File: config.mk
export PLATFORM = sky130hd
export DESIGN_NAME = mp4_tag_array_nway
export DESIGN_NICKNAME = d
export VERILOG_FILES = /design/src/rtl/mp4_tag_array_nway.sv
export SDC_FILE = /design/constraint.sdc
export NUM_CORES = 2
export LEC_CHECK = 0
export ABC_AREA = 1
export ABC_CLOCK_PERIOD_IN_PS = 5300
export BUFFER_PORTS_ARGS = -buffer_cell sky130_fd_sc_hd__buf_2
export CORE_MARGIN = 10
export CORE_UTILIZATION = 55
export DETAILED_ROUTE_END_ITERATION = 10
export PLACE_DENSITY_LB_ADDON = 0.05
export SYNTH_ARGS = -nofsm -noshare
export SYNTH_HDL_FRONTEND = slang
export SYNTH_SLANG_ARGS = --single-unit
File: constraint.sdc
create_clock -name clk0 -period 5.3 [get_ports clk0]
set_clock_uncertainty 0.2 [all_clocks]
set_input_delay 0.265 -clock clk0 [delete_from_list [all_inputs] [get_ports clk0]]
set_output_delay 0.265 -clock clk0 [all_outputs]
set_load 0.05 [all_outputs]
File: src/rtl/mp4_tag_array_nway.sv
// ---------------------------------------------------------------------------
// mp4_tag_array_nway
//
// Set-associative tag store for the mp4 caches. Each set holds WAYS entries of
// {tag, valid, dirty}. A read returns every way of one set plus a registered
// hit / one-hot hit-way result for lookup_tag0. After reset the block sweeps
// every set clearing valid and dirty, then raises ready0.
//
// Ports
//   clk0         clock, all state changes on posedge
//   rst0         synchronous active-high reset
//   ready0       high when requests are accepted (sweep finished)
//   csb0         active-low chip select
//   web0         active-low write enable
//   wmask0       per-way write enable (writes only)
//   addr0        set index
//   din_tag0     write tag
//   din_valid0   write valid bit
//   din_dirty0   write dirty bit
//   lookup_tag0  compare tag for reads
//   dout_tag0    way w tag at [w*TAG_WIDTH +: TAG_WIDTH]
//   dout_valid0  per-way valid of the last read set
//   dout_dirty0  per-way dirty of the last read set
//   rvalid0      one-cycle pulse per accepted read
//   hit0         some valid way matched lookup_tag0
//   hit_way0     one-hot matching way (lowest index wins)
// ---------------------------------------------------------------------------
module mp4_tag_array_nway #(
    parameter int TAG_WIDTH = 23,
    parameter int SET_WIDTH = 4,
    parameter int WAYS      = 2
) (
    input  logic                      clk0,
    input  logic                      rst0,
    output logic                      ready0,
    input  logic                      csb0,
    input  logic                      web0,
    input  logic [WAYS-1:0]           wmask0,
    input  logic [SET_WIDTH-1:0]      addr0,
    input  logic [TAG_WIDTH-1:0]      din_tag0,
    input  logic                      din_valid0,
    input  logic                      din_dirty0,
    input  logic [TAG_WIDTH-1:0]      lookup_tag0,
    output logic [WAYS*TAG_WIDTH-1:0] dout_tag0,
    output logic [WAYS-1:0]           dout_valid0,
    output logic [WAYS-1:0]           dout_dirty0,
    output logic                      rvalid0,
    output logic                      hit0,
    output logic [WAYS-1:0]           hit_way0
);

    localparam int                   SETS     = 1 << SET_WIDTH;
    localparam logic [SET_WIDTH-1:0] LAST_SET = SET_WIDTH'(SETS - 1);

    typedef enum logic [0:0] {
        ST_INIT  = 1'b0,
        ST_READY = 1'b1
    } state_t;

    state_t                   state_q, state_d;
    logic [SET_WIDTH-1:0]     cnt_q, cnt_d;

    // Storage: tags are never reset, only valid/dirty are swept.
    logic [TAG_WIDTH-1:0]     tag_q   [SETS][WAYS];
    logic [TAG_WIDTH-1:0]     tag_d   [SETS][WAYS];
    logic [WAYS-1:0]          valid_q [SETS];
    logic [WAYS-1:0]          valid_d [SETS];
    logic [WAYS-1:0]          dirty_q [SETS];
    logic [WAYS-1:0]          dirty_d [SETS];

    logic [WAYS*TAG_WIDTH-1:0] dout_tag_q, dout_tag_d;
    logic [WAYS-1:0]           dout_valid_q, dout_valid_d;
    logic [WAYS-1:0]           dout_dirty_q, dout_dirty_d;
    logic                      rvalid_q, rvalid_d;
    logic                      hit_q, hit_d;
    logic [WAYS-1:0]           hit_way_q, hit_way_d;

    logic                      accept_s;
    logic                      match_found_s;

    assign accept_s = (state_q == ST_READY) && !csb0;

    // Next-state logic: sweep, writes, and read/compare capture.
    always_comb begin
        state_d       = state_q;
        cnt_d         = cnt_q;
        tag_d         = tag_q;
        valid_d       = valid_q;
        dirty_d       = dirty_q;
        dout_tag_d    = dout_tag_q;
        dout_valid_d  = dout_valid_q;
        dout_dirty_d  = dout_dirty_q;
        hit_d         = hit_q;
        hit_way_d     = hit_way_q;
        rvalid_d      = 1'b0;
        match_found_s = 1'b0;

        if (rst0) begin
            // Array holds during reset; control and outputs reset in the flops.
            rvalid_d = 1'b0;
        end else if (state_q == ST_INIT) begin
            valid_d[cnt_q] = '0;
            dirty_d[cnt_q] = '0;
            if (cnt_q == LAST_SET) begin
                state_d = ST_READY;
            end else begin
                cnt_d = cnt_q + SET_WIDTH'(1);
            end
        end else if (accept_s) begin
            if (!web0) begin
                for (int w = 0; w < WAYS; w++) begin
                    if (wmask0[w]) begin
                        tag_d[addr0][w]   = din_tag0;
                        valid_d[addr0][w] = din_valid0;
                        dirty_d[addr0][w] = din_dirty0;
                    end else begin
                        tag_d[addr0][w]   = tag_q[addr0][w];
                    end
                end
            end else begin
                rvalid_d     = 1'b1;
                hit_way_d    = '0;
                dout_valid_d = valid_q[addr0];
                dout_dirty_d = dirty_q[addr0];
                for (int w = 0; w < WAYS; w++) begin
                    dout_tag_d[w*TAG_WIDTH +: TAG_WIDTH] = tag_q[addr0][w];
                    // Scan upward and keep only the first match so a duplicate
                    // tag never produces a multi-hot hit_way0.
                    if (!match_found_s && valid_q[addr0][w] &&
                        (tag_q[addr0][w] == lookup_tag0)) begin
                        hit_way_d[w]  = 1'b1;
                        match_found_s = 1'b1;
                    end else begin
                        match_found_s = match_found_s;
                    end
                end
                hit_d = match_found_s;
            end
        end else begin
            rvalid_d = 1'b0;
        end
    end

    // Control state and registered outputs with synchronous reset.
    always_ff @(posedge clk0) begin
        if (rst0) begin
            state_q      <= ST_INIT;
            cnt_q        <= '0;
            dout_tag_q   <= '0;
            dout_valid_q <= '0;
            dout_dirty_q <= '0;
            rvalid_q     <= 1'b0;
            hit_q        <= 1'b0;
            hit_way_q    <= '0;
        end else begin
            state_q      <= state_d;
            cnt_q        <= cnt_d;
            dout_tag_q   <= dout_tag_d;
            dout_valid_q <= dout_valid_d;
            dout_dirty_q <= dout_dirty_d;
            rvalid_q     <= rvalid_d;
            hit_q        <= hit_d;
            hit_way_q    <= hit_way_d;
        end
    end

    // Array storage; no reset here, the sweep clears valid/dirty instead.
    always_ff @(posedge clk0) begin
        tag_q   <= tag_d;
        valid_q <= valid_d;
        dirty_q <= dirty_d;
    end

    assign ready0      = (state_q == ST_READY);
    assign dout_tag0   = dout_tag_q;
    assign dout_valid0 = dout_valid_q;
    assign dout_dirty0 = dout_dirty_q;
    assign rvalid0     = rvalid_q;
    assign hit0        = hit_q;
    assign hit_way0    = hit_way_q;

endmodule

# ---- Yosys cells after proc, flatten, opt, wreduce, memory -nomap -nowiden
# Cells that the tools add are included.
dict set report classes {
  shifts 0
  bitwise_logic 10
  magnitude_cmp 4
  n_div 0
  reduce_logical 13
  mux 61
  n_addsub 1
  eq_ne 5
  multipliers 0
}
# cell n
set op_table {}
lappend op_table {{$mux 736} 6}
lappend op_table {{$bwmux 736} 4}
lappend op_table {{$mux 32} 18}
lappend op_table {{$demux 46 s4} 2}
lappend op_table {{$bmux 46 s4} 1}
lappend op_table {{$mux 46} 3}
lappend op_table {{$bwmux 32} 4}
lappend op_table {{$and 32x32->32} 2}
lappend op_table {{$eq 23x23->1} 2}
lappend op_table {{$not 32->32} 1}
lappend op_table {{$demux 2 s4} 3}
lappend op_table {{$mux 23} 1}
lappend op_table {{$bmux 2 s4} 2}
lappend op_table {{$mux 2} 6}
lappend op_table {{$mux 1} 11}
lappend op_table {{$ge 5x5->1 const B} 2}
lappend op_table {{$lt 5x1->1 const B} 2}
lappend op_table {{$not 4->5} 2}
lappend op_table {{$logic_and 1x1->1} 6}
lappend op_table {{$reduce_and 3->1} 2}
lappend op_table {{$not 1->1} 5}
lappend op_table {{$add 4x1->4 const B} 1}
lappend op_table {{$eq 4x4->1 const B} 1}
lappend op_table {{$reduce_and 4->1} 1}
lappend op_table {{5 further kinds} 6}
dict set report totals {
  ram_bits 0
  out_inout_bits 55
  regBits 859
  input_bits 58
  romBits 0
  mem_count 0
  latchBits 0
}

# ---- Longest topological paths before layout
dict set report logic_depth {
  depth_word 16
  depth_mapped 22
  ltp_nobuf 19
}

# ---- Worst setup path after synthesis
# No wires, ideal clock.
dict set report synth_path {
  path_kind {flip-flop to flip-flop}
  start {reg state_q, in the netlist ready0}
  end {reg tag_q[552] in the netlist's numbering (enable)}
  setup_slack_ns -0.125
  path_stages_with_launch 7
  period_less_slack_ns 5.425
  arrival_time_ns 4.718
  n_path_buf 2
  cell_sequence {dfxtp_1 > clkbuf_1 > inv_1 > nor2_1 > nand3_1 > clkbuf_1 > nor3_1}
}
dict set report synth_via {
  elab_chain_len 2
}
# item line_no
set synth_rtl {}
lappend synth_rtl {{from (decl)} 60} ;# state_t state_q, state_d;
lappend synth_rtl {{from (signal assigned)} 156} ;# state_q <= state_d;
lappend synth_rtl {{$logic_and 1x1->1} 81} ;# assign accept_s = (state_q == ST_READY) && !csb0;
lappend synth_rtl {{$reduce_and 4->1 (no source line) *} -}
lappend synth_rtl {{to (signal assigned)} 169} ;# tag_q <= tag_d;
lappend synth_rtl {{to (decl)} 64} ;# logic [TAG_WIDTH-1:0] tag_q [SETS][WAYS];
# Every way passes the cells marked *; elsewhere a longest branch is shown, timed or not.
# A chain may end at the register's enable or synchronous reset.

# ---- Worst setup path after layout
dict set report layout_path {
  start {reg state_q, in the netlist ready0}
  end {reg dout_tag_q[33], in the netlist dout_tag0[33]}
}
dict set report layout_via {
  elab_chain_len 2
}
# item line_no
set layout_rtl {}
lappend layout_rtl {{$logic_and 1x1->1} 81}
lappend layout_rtl {{$reduce_and 3->1 (no source line) *} -}
lappend layout_rtl {{to (signal assigned)} 158} ;# dout_tag_q <= dout_tag_d;
lappend layout_rtl {{to (decl)} 71} ;# logic [WAYS*TAG_WIDTH-1:0] dout_tag_q, dout_tag_d;
# Marks and branches as above.

==> reports/qor.yml <==
outcome:
  status: "complete, but fails checks"
  violations: "max-capacitance violations, max-slew violations"
worst_setup_path:
  crit_required_ps: 5450
  r2r_start: "ready0"
  critPathLaunch: "ready0"
  r2r-end: "dout_tag0[33]"
  crit_end: "dout_tag0[33]"
  cp.arrival_ps: 5220
  worst_setup_path_start_kind: "flop"
  crit_type: "flop to flop"
  worstPathMaxFanout: 60
  reg2reg_depth: 7
  r2r_setup_slack_ps: 230
  cp-end-kind: "flop"
clock_network:
  path_clk_slew_ps: 60
  cts_buffers: 92
  cts-root-buf: "clkbuf_16"
  htree_levels: 3
  cts_resized: 0
  clockBufferDepth: 3
  cts.sinks: 859
  cts_tree: "done"
  clock_latency_ps: 670
placed_design:
  dpl.hpwl_mm: 105
  gp_congestion: 0.974
  pre_cts_ws_ps: 852
  port_buffers: 112
cells_and_area:
  synthToLayoutAreaGrowth_pct: 10.1
  drive_above_1_share: 0.0973
  fill_cells: 6828
  postLayoutCoreUtil: 0.608
  multiInputGateArea_um2: 16300
  final_nets: 4856
  seqCellArea_um2: 25200
timing:
  setup_slack_ps: 234
  finalHoldViolations: 0
  final_max_slew_viol_count: 1
  period_share: 0.956
  max_slew_margin: -0.00430
  rsz0062_at_grt: "false"
  period_minus_slack_ps: 5070
  worst_pin_slew_ps: 1490
  fmax_mhz: 197
  setup_viol: 0
logic_synthesis:
  syn_inst: 4909
  synth_top_area_frac: 0.552
  synth.largest_area_cell: "edfxtp_1"
  yosys_register_bits: 859
  syn_area_per_cell_um2: 8.86
  ys_seq_area_frac: 0.579
  yosysWarnings: 0
  syn-num-nets: 4971
  synth_area_leaders: "edfxtp_1 55%, nand2_1 19%, o22ai_1 11%"
  ys_types: 30
  syn_area_um2: 43500
global_route:
  grt_pass1_vias: 37600
  grt_max_degree: 125
  grt-ovfl-total: 0
  antenna_found_initial: 7
  grt_pass1_wl_mm: 256
  track_usage: 0.382
flow_run:
  drv_cap: 1
floorplan:
  die_h_um: 301
  die_w_um: 301
  rows: 103
  core-area_um2: 78700
  io_pins: 113
  start_util: 0.552
  dieArea_um2: 90700
drt:
  drtPass1Iterations: 9
  drcViolationCount: 0
  wl_per_cell_um: 30.3
  via_per_inst: 6.84
  vias: 40500
  drtIter0Drc: 6903
  ant_nets: 0
  postRouteWirelength_mm: 179
power:
  leakage_nw: 18.1
  powerDensity_nw_per_um2: 328
  vdd_drop_max_mv: 0.234
hold_path:
  hp-class: "input pin to flop"
[registers in the layout (all words and copies together), names as in the netlist]
name         count
rvalid0          1
tag_q          736
valid_q         32
hit0             1
cnt_q            4
dout_valid0      2
dirty_q         32
dout_tag0       46
hit_way0         2
ready0           1
dout_dirty0      2
[cell type report]
cell class                      count  share of cell area
Sequential cell                   859               0.527
Multi-Input combinational cell   3520               0.340
Clock buffer                      130              0.0552
Timing Repair Buffer              241              0.0356
Tap cell                         1050              0.0274
Clock inverter                     41             0.00813
Inverter                           80             0.00698
Antenna cell                        5            0.000261
[per-stage QoR]
step | power [mW] | hold slack, ps | TNS [ps] | cells | area, µm²
5_1_grt | 15.9 | 51.7 | 0 | 5923 | 47900
4_1_cts | 15.6 | 4.19 | 0 | 5921 | 47900
3_3_place_gp | 9.08 | 318 | 0 | 5741 | 44700
2_1_floorplan | 8.49 | 134 | -57370 | 4909 | 43500
6_report | 15.7 | 29.2 | 0 | 5926 | 47900
3_5_place_dp | 9.09 | 319 | 0 | 5741 | 44700
[cells by family (layout without fill, tap and decap cells)]
group           count (synthesis)  in the layout  share of synthesized area
fa+ha+maj                       4              4                    0.00115
flops                         859            859                      0.579
other cells                     0              5                          0
simple gates                 2505           2505                      0.226
compound gates               1011           1011                      0.142
buf+inv                       530            492                     0.0520
[per-layer routing]
metal	global-route usage	vias to the layer above	routed length, µm
met5	0	-	27
met1	0.500	19000	62400
li1	-	17000	-
met4	0.214	4	11600
met3	0.122	717	29700
met2	0.558	3772	75700
[worst max-delay path: stages (launching register included)]
cell	delay, ps
dfxtp_1	330
inv_1	90
nor2_1	70
nand2_1	590
clkinv_2	1050
buf_4	620
o21ai_0	1200
a21oi_1	580
[placed cells by master, fill, tap and decap left out, types with 8 or more instances in the layout]
cell type      count
nand2_1         2192
clkinv_2          16
o21ai_0          135
clkbuf_1          25
buf_4            109
nor2_1           111
dlygate4sd3_1      9
dfxtp_1           59
clkbuf_16         98
buf_12            11
o32ai_1           23
nor2_2            30
o221ai_1           8
buf_2            110
nor3_2            16
nand3_1           73
a21oi_1           73
bufinv_16          8
clkinv_1          17
a22oi_1           10
nand2_2           14
o22ai_1          753
inv_1             65
nand4_1           32
nor2_4            36
edfxtp_1         800
[worst min-delay path by stage]
stage               cells after the start     startpoint            end
global route                            3   din_tag0[12]     tag_q[150]
finish                                  3   din_tag0[12]     tag_q[449]
CTS                                     3   din_tag0[12]     tag_q[449]
detailed placement                      2   dout_tag0[2]   dout_tag0[2]
floorplan                               1           rst0    hit_way0[0]
global placement                        2  dout_tag0[29]  dout_tag0[29]
[synthesized netlist by cell type]
master / n
nor3_1: 17
a41oi_1: 2
a31oi_1: 2
buf_6: 10
o221ai_1: 8
buf_2: 107
o21ai_0: 135
inv_2: 7
nand2_2: 1
ha_1: 4
o21ai_1: 4
a21oi_1: 73
clkinv_1: 1
o22ai_1: 753
buf_1: 21
a22oi_1: 10
nor2_1: 120
dfxtp_1: 59
inv_1: 70
o32ai_1: 23
o21bai_1: 1
inv_4: 2
edfxtp_1: 800
nor2_2: 40
clkbuf_1: 297
nand3_1: 73
nand2_1: 2205
nand4_1: 32
nor2_4: 17
buf_4: 15
[power by group]
group	leakage [nW]	switching, mW	internal [mW]	total [mW]
clock network	1.49	2.79	3.85	6.64
registers	8.04	0.0183	7.38	7.40
logic	8.56	1.28	0.364	1.64
[repair_timing]
item,CTS,global route
setup buffers,0,0
endpoints found under the hold margin,113,0
hold buffers,9,0
Note: power is estimated with default switching activity, not from simulation.
